===== src/rtl/pc_gen.sv =====
// Fetch-stage program-counter generator with a valid/ready fetch handshake and a one-deep buffer for redirects that arrive during a stall.
// Define PC_GEN_PERF_EN to add the fetch_cnt/redir_cnt performance counters.
module pc_gen #(
  parameter int                ADDR_W    = 32,
  parameter logic [ADDR_W-1:0] RESET_VEC = '0,
  parameter int                STEP      = 4,
  parameter int                STALL_W   = 6
`ifdef PC_GEN_PERF_EN
  ,
  parameter int                CNT_W     = 32
`endif
) (
  input  logic               clk,
  input  logic               rst,
  input  logic [STALL_W-1:0] stall,
  input  logic               redir_valid,
  input  logic [ADDR_W-1:0]  redir_target,
  input  logic               fetch_ready,
  output logic [ADDR_W-1:0]  pc,
  output logic               ce,
  output logic               fetch_valid,
  output logic               redir_pending,
  output logic               misalign
`ifdef PC_GEN_PERF_EN
  ,
  output logic [CNT_W-1:0]   fetch_cnt,
  output logic [CNT_W-1:0]   redir_cnt
`endif
);

  localparam logic [ADDR_W-1:0] ALIGN_MASK = ADDR_W'(STEP - 1);
  localparam logic [ADDR_W-1:0] STEP_INC   = ADDR_W'(STEP);

  typedef enum logic [0:0] {
    OFF = 1'b0,
    RUN = 1'b1
  } state_t;

  state_t              state_r;
  logic [ADDR_W-1:0]   pc_r;
  logic                ce_r;
  logic                pend_valid_r;
  logic [ADDR_W-1:0]   pend_target_r;
  logic                misalign_r;

  logic                accept_s;
  logic                apply_s;
  logic [ADDR_W-1:0]   apply_target_s;
  logic                unused_stall;

  function automatic logic [ADDR_W-1:0] align_target(input logic [ADDR_W-1:0] t);
    return t & ~ALIGN_MASK;
  endfunction

  function automatic logic is_misaligned(input logic [ADDR_W-1:0] t);
    return |(t & ALIGN_MASK);
  endfunction

  assign unused_stall  = ^stall;
  assign fetch_valid   = ce_r & ~stall[0];
  assign accept_s      = fetch_valid & fetch_ready;
  assign pc            = pc_r;
  assign ce            = ce_r;
  assign redir_pending = pend_valid_r;
  assign misalign      = misalign_r;

  // Select the redirect applied this edge: a live redirect beats the buffered one.
  always_comb begin
    apply_s        = 1'b0;
    apply_target_s = redir_target;
    if ((state_r == RUN) && !stall[0]) begin
      if (redir_valid) begin
        apply_s        = 1'b1;
        apply_target_s = redir_target;
      end else if (pend_valid_r) begin
        apply_s        = 1'b1;
        apply_target_s = pend_target_r;
      end else begin
        apply_s        = 1'b0;
        apply_target_s = redir_target;
      end
    end else begin
      apply_s        = 1'b0;
      apply_target_s = redir_target;
    end
  end

  // Control FSM, PC register and pending-redirect buffer.
  always_ff @(posedge clk or negedge rst) begin
    if (!rst) begin
      state_r       <= OFF;
      pc_r          <= RESET_VEC;
      ce_r          <= 1'b0;
      pend_valid_r  <= 1'b0;
      pend_target_r <= '0;
      misalign_r    <= 1'b0;
    end else begin
      case (state_r)
        OFF: begin
          state_r <= RUN;
          ce_r    <= 1'b1;
          pc_r    <= RESET_VEC;
        end
        RUN: begin
          ce_r <= 1'b1;
          if (stall[0]) begin
            if (redir_valid) begin
              pend_valid_r  <= 1'b1;
              pend_target_r <= redir_target;
            end
          end else if (apply_s) begin
            pc_r         <= align_target(apply_target_s);
            misalign_r   <= is_misaligned(apply_target_s);
            pend_valid_r <= 1'b0;
          end else if (accept_s) begin
            pc_r <= pc_r + STEP_INC;
          end
        end
        default: begin
          state_r      <= OFF;
          ce_r         <= 1'b0;
          pc_r         <= RESET_VEC;
          pend_valid_r <= 1'b0;
        end
      endcase
    end
  end

`ifdef PC_GEN_PERF_EN
  logic [CNT_W-1:0] fetch_cnt_r;
  logic [CNT_W-1:0] redir_cnt_r;

  assign fetch_cnt = fetch_cnt_r;
  assign redir_cnt = redir_cnt_r;

  // Free-running, silently wrapping event counters.
  always_ff @(posedge clk or negedge rst) begin
    if (!rst) begin
      fetch_cnt_r <= '0;
      redir_cnt_r <= '0;
    end else begin
      if (accept_s) begin
        fetch_cnt_r <= fetch_cnt_r + CNT_W'(1);
      end
      if (apply_s) begin
        redir_cnt_r <= redir_cnt_r + CNT_W'(1);
      end
    end
  end
`endif

endmodule


===== config.mk =====
export PLATFORM = sky130hd
export DESIGN_NAME = pc_gen
export DESIGN_NICKNAME = d
export VERILOG_FILES = /design/src/rtl/pc_gen.sv
export SDC_FILE = /design/constraint.sdc
export NUM_CORES = 1
export LEC_CHECK = 0
export BUFFER_PORTS_ARGS = -buffer_cell sky130_fd_sc_hd__buf_4
export CAP_MARGIN = 20
export CORE_MARGIN = 4
export CORE_UTILIZATION = 45
export DETAILED_ROUTE_END_ITERATION = 8
export PLACE_DENSITY = 0.77
export SETUP_SLACK_MARGIN = 0.05
export SYNTH_ARGS = -nofsm -noshare
export SYNTH_HDL_FRONTEND = slang
export SYNTH_SLANG_ARGS = --single-unit

===== constraint.sdc =====
create_clock -name clk -period 5.6 [get_ports clk]
set_clock_uncertainty 0.15 [all_clocks]
set_input_delay 0.56 -clock clk [delete_from_list [all_inputs] [get_ports clk]]
set_output_delay 0.56 -clock clk [all_outputs]
set_load 0.03 [all_outputs]

==> run summary, run 1 <==
Wires add up to 10.87 mm. For this design the static power due to leakage is 1.932 nW. Transition time at the pin with the least slew margin: 934.6 ps. The count of inserted antenna diode cells was 0.

The floorplan step defined a die boundary enclosing 10190 µm². Number of instances resized during post-cts repair: 0. During I/O placement, the number of pins put on the boundary was 78. Before antenna repair, the detailed router went through 5 iterations. Of all nets on the critical path, the largest fanout is 7. Detailed-placement wirelength estimate: 7.396 mm. The fraction of synthesized cell area in xor and xnor cells works out to 0. The most used flip-flop cell after synthesis is sky130_fd_sc_hd__dfrtp_1.

The number of instances in the synthesized netlist is 418. The share of synthesized flip-flops with an asynchronous set or reset was 1.000. Final hold analysis gives a worst-case slack of 157.9 ps. Setup violations remaining at the end of the flow were counted as 0.

The count of port buffers added during placement was 70; the horizontal die dimension was 101.0 µm. The mux cell area share after synthesis was 0.1042; the top achievable clock speed was 387.3 MHz. The class of the worst hold path is in -> async. The critical path capture point type was a register. The synthesized netlist occupies a cell area of 3889 µm². After floorplanning, the core was sized to cover 8299 µm². The fraction of the mapped netlist area in adder cells works out to 0.003218. TritonCTS built the clock tree. Counting I/O delays and the setup requirement, the final critical path takes 2582 ps.

In the final routed layout, each cell accounts on average for 18.49 µm. The commonest cells after synthesis are sky130_fd_sc_hd__dfrtp_1 (65), sky130_fd_sc_hd__mux2_2 (36), sky130_fd_sc_hd__nand2_1 (30). The tree is rooted in a sky130_fd_sc_hd__clkbuf_8. In this run, synthesis inferred 0 flip-flops with an integrated enable. After detailed routing, the number of remaining DRC violations is 0. The number of distinct standard cells referenced by the synthesized netlist was 52. The simple-gate portion of the synthesized area was 0.1940.

The number of hold buffers added after CTS was 0. After synthesis the netlist holds a flip-flop and latch count of 65. The worst setup path is launched from a register.

The number of max-cap violations came out at 0. The run gives 0.2168 as the total routing usage reported by global routing. Yosys attributes the largest share of cell area to sky130_fd_sc_hd__dfrtp_1 (42%), sky130_fd_sc_hd__mux2_2 (10%), sky130_fd_sc_hd__a21oi_1 (3.2%). The total setup buffers inserted after CTS was 0. The critical path is of the reg -> reg type. The clock slew seen by the registers of the worst setup and hold paths is 70 ps. The run gives 9 as the number of buffers added by the clock tree synthesis step. Measured along the y axis, the die boundary spans 101.0 µm. For the initial core utilization, the log shows 0.4686. By instance count, the leading cell after synthesis is sky130_fd_sc_hd__dfrtp_1. The logs give 3575 for the via count of the first global-routing pass and 0 for the final antenna-violating net count. The final-report hold violation count was 0.

The wire length of the first global-routing pass was 17.39 mm. For the number of levels the H-tree was split into, the log shows 3. The run gives 0.3727 as the tightest slew margin relative to the limit. The later pin in the worst-skew pair is clocked with a latency of 350 ps. The endpoint identified for the worst register-to-register timing path is pc[24]. Setup repair after global routing left no endpoint under its margin. The setup TNS is 0 ps, and the average vias per placed instance is 6.196. The tools report the startpoint of the worst-slack reg-to-reg timing path as pc[2]. Entering global routing, the biggest net connects 66 pins. For this run, the number of Yosys warnings is 0. The number of violations reported at the end of detailed-routing iteration 0 is 298. STA puts the critical path data required time at 5680 ps. The worst register-to-register path has a depth of 7. After global routing the overflow that remains totals 0.

The area fraction of the dominant cell type after synthesis was 0.4183; the global placement routability congestion was 0.8521. The number of antenna violations at the first check in global routing was 0; the fraction of layout cells with a size suffix above 1 was 0.2857. At the end of the flow, the number of nets in the layout was 521.

VDD sags by at most 0.1342 mV. The complex-gate fraction of the synthesized area works out to 0.2297. Dividing the synthesized area by the synthesized cell count gives 9.303 µm². Dividing total power by cell area gives a power density of 261.1 nW/µm². Main combinational cell family by area after synthesis: compound AO/OA/AOI/OAI gates.

For the final max-slew violation count, the log shows 0. The number of placement rows came out at 33. Counting along the longest clock path gives a buffer depth of 2.

The flow ran to the end, and the final reports show no timing, DRC or antenna violations. Relative to the synthesized area, the layout overhead comes to 20.01%. Clock tree synthesis found a total of 65 sinks. The ratio of final minimum period to clock period works out to 0.4610. Most area-hungry cell type in the Yosys netlist: sky130_fd_sc_hd__dfrtp_1. Across all register-to-register paths, the minimum setup slack is 3020 ps. The run gives 2660 ps as the arrival time of data at the critical path endpoint. The routed layout has 3643 vias. For the portion of the post-synthesis area used by sequential elements, the log shows 0.4183.
-- cells in the final DEF (no fill, tap or decap), types with 5 or more instances in the layout --
cell type	n
sky130_fd_sc_hd__a22oi_1	6
sky130_fd_sc_hd__o21ai_0	25
sky130_fd_sc_hd__a31oi_1	6
sky130_fd_sc_hd__clkbuf_8	10
sky130_fd_sc_hd__and2_1	15
sky130_fd_sc_hd__nor2_1	22
sky130_fd_sc_hd__nor2b_1	5
sky130_fd_sc_hd__o2bb2ai_1	7
sky130_fd_sc_hd__nand2b_1	14
sky130_fd_sc_hd__nand4_1	7
sky130_fd_sc_hd__a22o_1	9
sky130_fd_sc_hd__mux2_2	36
sky130_fd_sc_hd__o21ai_1	14
sky130_fd_sc_hd__nand3_1	17
sky130_fd_sc_hd__nand2_1	30
sky130_fd_sc_hd__o311ai_1	7
sky130_fd_sc_hd__dfrtp_1	65
sky130_fd_sc_hd__nor3_1	8
sky130_fd_sc_hd__buf_4	75
sky130_fd_sc_hd__o311ai_0	6
sky130_fd_sc_hd__a21oi_1	25
sky130_fd_sc_hd__inv_1	12
sky130_fd_sc_hd__nor4_1	5
-- critical path, cell delays in order, from the launching register on --
cell and delay (ps):
sky130_fd_sc_hd__dfrtp_1 470, sky130_fd_sc_hd__ha_1 260, sky130_fd_sc_hd__nand3_1 240, sky130_fd_sc_hd__nor4_2 640, sky130_fd_sc_hd__buf_4 270, sky130_fd_sc_hd__and2_1 130
sky130_fd_sc_hd__o31ai_1 70, sky130_fd_sc_hd__a22o_1 230
-- per-layer routing --
metal  wire length, µm  global-route usage  part of all wire  vias up
met2              5070              0.3397              0.47      155
li1                  -                   -                 -     1673
met4               374              0.1063             0.034        0
met3               652             0.03322             0.060       36
met1              4776              0.2926              0.44     1779
met5                 0                   0                 0        -
-- area by class of cell --
class,count,area [µm²]
clock inverters,3,40.04
fillers,715,3632
well taps,105,131.4
multi-input cells,312,2077
repair buffers,76,590.6
inverters,14,52.55
clock buffers,13,148.9
flip-flops and latches,65,1627
-- worst max-delay path by stage --
stage               slack [ps]  endpoint  cells after the start          start
floorplan                 3450    pc[18]                      6          pc[2]
global placement          2790    pc[11]                      6  redir_pending
detailed placement        2710    pc[29]                      6  redir_pending
CTS                       2670    pc[28]                      6  redir_pending
global route              2830    pc[28]                      7          pc[2]
finish                    3020    pc[24]                      7          pc[2]
-- power by group --
group	total (mW)	internal [mW]	switching [mW]
Sequential	0.569	0.525	0.0436
Combinational	0.253	0.115	0.138
Clock	0.397	0.217	0.180
Total	1.22	0.857	0.361
-- per-stage QoR --
| stage | instance area [µm²] | worst slack, ps | utilization | std cells | power, mW |
|---|---|---|---|---|---|
| 2_1_floorplan | 3892 | 3453 | - | 419 | 0.7289 |
| 3_3_place_gp | 4443 | 2794 | 0.5354 | 570 | 0.8088 |
| 3_5_place_dp | 4443 | 2715 | 0.5354 | 570 | 0.8225 |
| 4_1_cts | 4632 | 2674 | 0.5581 | 586 | 1.216 |
| 5_1_grt | 4667 | 2830 | 0.5623 | 588 | 1.272 |
| 6_report | 4667 | 3018 | 0.5623 | 588 | 1.219 |
-- state kept, by name, indices dropped and copies added (netlist names) --
register / flops
ce: 1
misalign: 1
pend_target_r: 32
redir_pending: 1
pc: 30
-- kinds of logic (layout without fill, tap and decap cells) --
group	Yosys count	after routing
and+or+nand+nor	138	138
AOI/OAI and AO/OA	134	134
other	2	3
DFF	65	65
adders and majority gates	1	1
muxes	36	36
buffers and inverters	42	106
No activity file was read; power rests on OpenSTA's default activity.
==> run 2: changes to the inputs <==
- PLACE_DENSITY: 0.77 -> 0.8
- clock period: 5.6 -> 2.3 ns (I/O delays scaled with it)
==> run 2 against run 1 <==
Fmax increased by 20%; clock power rose to 2.7 times the previous value; final area is 8.9% higher; final cell count rose by 7.1%; die area unchanged; highest routed layer unchanged; sequential share of layout area is 2.8 points lower; worst setup slack lost 2900 ps; global-route usage up 1.7 points; critical path type unchanged; core utilization up 5.0 points; flip-flop and latch count did not move; via count rose by 6.6%; register-to-register slack worse by 2900 ps.
==> run summary, run 2 (synthesized netlist as in run 1, its figures left out) <==
The setup slack of the worst register-to-register path was 150 ps (was 3020 ps); the total number of vias was 3885 (was 3643). The number of iterations in the first detailed-routing pass came out at 5 (unchanged). The tools report the critical path capture point type as a register (unchanged). The tools report the number of levels the H-tree was split into as 3 (unchanged). Average vias per placed instance: 6.167 (was 6.196). The final net count is 563 (was 521), and the number of clock sinks seen by CTS is 65 (unchanged). The tools report the wire length of the first global-routing pass as 18.77 mm (was 17.39 mm).

The tools report the worst hold margin as 307.9 ps (was 157.9 ps). Kind of launch point of the worst setup path: a register (unchanged). The register name with the most flops is pend_target_r (unchanged). The run gives 0.4686 (unchanged) as the initial core utilization. The logs give 2.142 nW (was 1.932 nW) for the leakage power figure and 11.71 mm (was 10.87 mm) for the post-detailed-routing wire length. The final routed wire length divided by cell count was 18.58 µm (was 18.49 µm); the area added between synthesis and finish was 30.73% (was 20.01%).

The tools report the via count of the first global-routing pass as 3704 (was 3575). The horizontal die dimension is 101.0 µm (unchanged). The depth of the worst register-to-register path was 5 (was 7); the arrival time of data at the critical path endpoint was 2240 ps (was 2660 ps). The final antenna-violating net count is 0 (unchanged).

Final-report hold violation count: 0 (unchanged). The total area of multi-input combinational cells is 2102 µm² (was 2077 µm²). The clock root buffer was sky130_fd_sc_hd__clkbuf_8 (unchanged).

The tools report the number of antenna violations at the first check in global routing as 0 (unchanged). The transition time at the pin with the least slew margin came out at 831.4 ps (was 934.6 ps). The global placement routability congestion was 0.8424 (was 0.8521); the fraction of layout cells with a size suffix above 1 was 0.2838 (was 0.2857). The run gives 8299 µm² (unchanged) as the core area. The run gives 0.4457 (was 0.3727) as the tightest slew margin relative to the limit. The flip-flop count of the largest register, all copies and words added was 32 (unchanged). The total setup buffers inserted after CTS is 0 (unchanged). The worst voltage drop across the vdd grid was 0.3872 mV (was 0.1342 mV); the final max-slew violation count was 0 (unchanged). The clock latency on the worst-skew pair came out at 350 ps (about the same). The power density over the cells is 611.9 nW/µm² (was 261.1 nW/µm²). The most common cell after layout, fill and taps aside is sky130_fd_sc_hd__buf_4 (unchanged). Startpoint of the most critical hold path: stall[0]. The number of stages on the worst hold path is 5, and the count of port buffers added during placement is 70 (unchanged). TritonCTS built the clock tree. The ratio of final minimum period to clock period is 0.9356 (was 0.4610). Top achievable clock speed: 464.7 MHz (was 387.3 MHz). The final number of setup-violating endpoints was 0 (unchanged). The required time of the worst setup path is 2380 ps (was 5680 ps). The logs give 318 (was 298) for the number of violations reported at the end of detailed-routing iteration 0 and 10190 µm² (unchanged) for the die area. Class of the worst hold path: in -> reg (was in -> async). The run gives 1628 µm² (was 1627 µm²) as the area used by sequential logic in the layout. The setup TNS was 0 ps (unchanged); the total design power was 3.111 mW (was 1.219 mW).

The tools report the startpoint of the worst-slack reg-to-reg timing path as pc[4] (was pc[2]). The total I/O pin count is 78 (unchanged). Endpoint of the lowest-slack register-to-register path: pc[19] (was pc[24]).

Setup repair after global routing could not meet its margin everywhere. For the detailed-placement wirelength estimate, the log shows 7.750 mm (was 7.396 mm). For the buffer levels on the longest clock path, the log shows 2 (unchanged). The number of max-cap violations is 0 (unchanged).

Classification of the worst setup path: reg -> reg (unchanged). The total routing usage reported by global routing was 0.2338 (was 0.2168); the number of filler cells placed in the layout was 693 (was 715). The number of design rule violations left after detail routing was 0 (unchanged). The largest fanout on the critical path came out at 8 (was 7).

The run gives 0 (unchanged) as the residual overflow from global routing. The path with the worst hold slack has its endpoint at pc[19]. The count of inserted antenna diode cells is 0 (unchanged), and the clock slew seen by the registers of the worst setup and hold paths is 70 ps (about the same). The largest net degree at the start of global routing was 66 (unchanged). The vertical extent of the die works out to 101.0 µm (unchanged). The flow ran to the end, and the final reports show no timing, DRC or antenna violations. The post-route minimum period is 2152 ps (was 2582 ps). Commonest cells after routing, fill and taps aside: sky130_fd_sc_hd__buf_4 (84), sky130_fd_sc_hd__dfrtp_1 (64), sky130_fd_sc_hd__mux2_2 (36) (was sky130_fd_sc_hd__buf_4 (75), sky130_fd_sc_hd__dfrtp_1 (65), sky130_fd_sc_hd__mux2_2 (36)).

The number of buffers added by the clock tree synthesis step was 9 (unchanged). The number of placement rows is 33 (unchanged).
## run 2: repair_timing
action / CTS / global route
hold endpoints to repair: 97 / 0
endpoints found under the setup margin: 0 / 8
hold buffers: 33 / 0
gates resized for setup: 0 / 7
## run 2: per-layer routing
metal  up-vias  GRT usage  wire length [µm]
met1      1905     0.3126              4914
met4         0     0.1043               267
met2       187     0.3732              5726
met5         -          0                 0
li1       1767          -                 -
met3        26    0.03806               797
## run 2: how the worst max path moves through the flow
stage                      from  endpoint  slack (ps)
after CTS                 pc[2]    pc[28]         120
final                     pc[4]    pc[19]         150
after floorplan           pc[2]    pc[18]         150
after global placement    pc[2]    pc[24]         190
after detailed placement  pc[2]    pc[28]         120
after global routing      pc[4]    pc[29]          30
## run 2: report_power, final
group / total, mW / switching [mW] / internal (mW)
combinational: 0.676 / 0.355 / 0.320
sequential: 1.38 / 0.0980 / 1.28
clock: 1.06 / 0.447 / 0.611
total: 3.11 / 0.901 / 2.21
## run 2: through the flow
step / area (µm²) / setup WS [ps] / util / std cells
floorplan: 3892 / 153.4 / - / 419
global placement: 4518 / 191.8 / 0.5444 / 580
detailed placement: 4518 / 123.1 / 0.5444 / 580
CTS: 5052 / 118.2 / 0.6088 / 629
global route: 5084 / 25.85 / 0.6125 / 630
finish: 5084 / 148.1 / 0.6125 / 630
## run 2: layout make-up
class                           count  area share
Sequential cell                    65      0.3202
Inverter                           14     0.01034
Tap cell                          105     0.02584
Clock buffer                       13     0.02732
Timing Repair Buffer              118      0.1900
Multi-Input combinational cell    312      0.4135
Clock inverter                      3     0.01280
## run 2: critical path: stages, from the launching register on
cell	delay [ps]
sky130_fd_sc_hd__dfrtp_1	470
sky130_fd_sc_hd__nand4_1	420
sky130_fd_sc_hd__nor4_4	450
sky130_fd_sc_hd__nand3_1	180
sky130_fd_sc_hd__a41oi_1	260
sky130_fd_sc_hd__o22ai_1	100
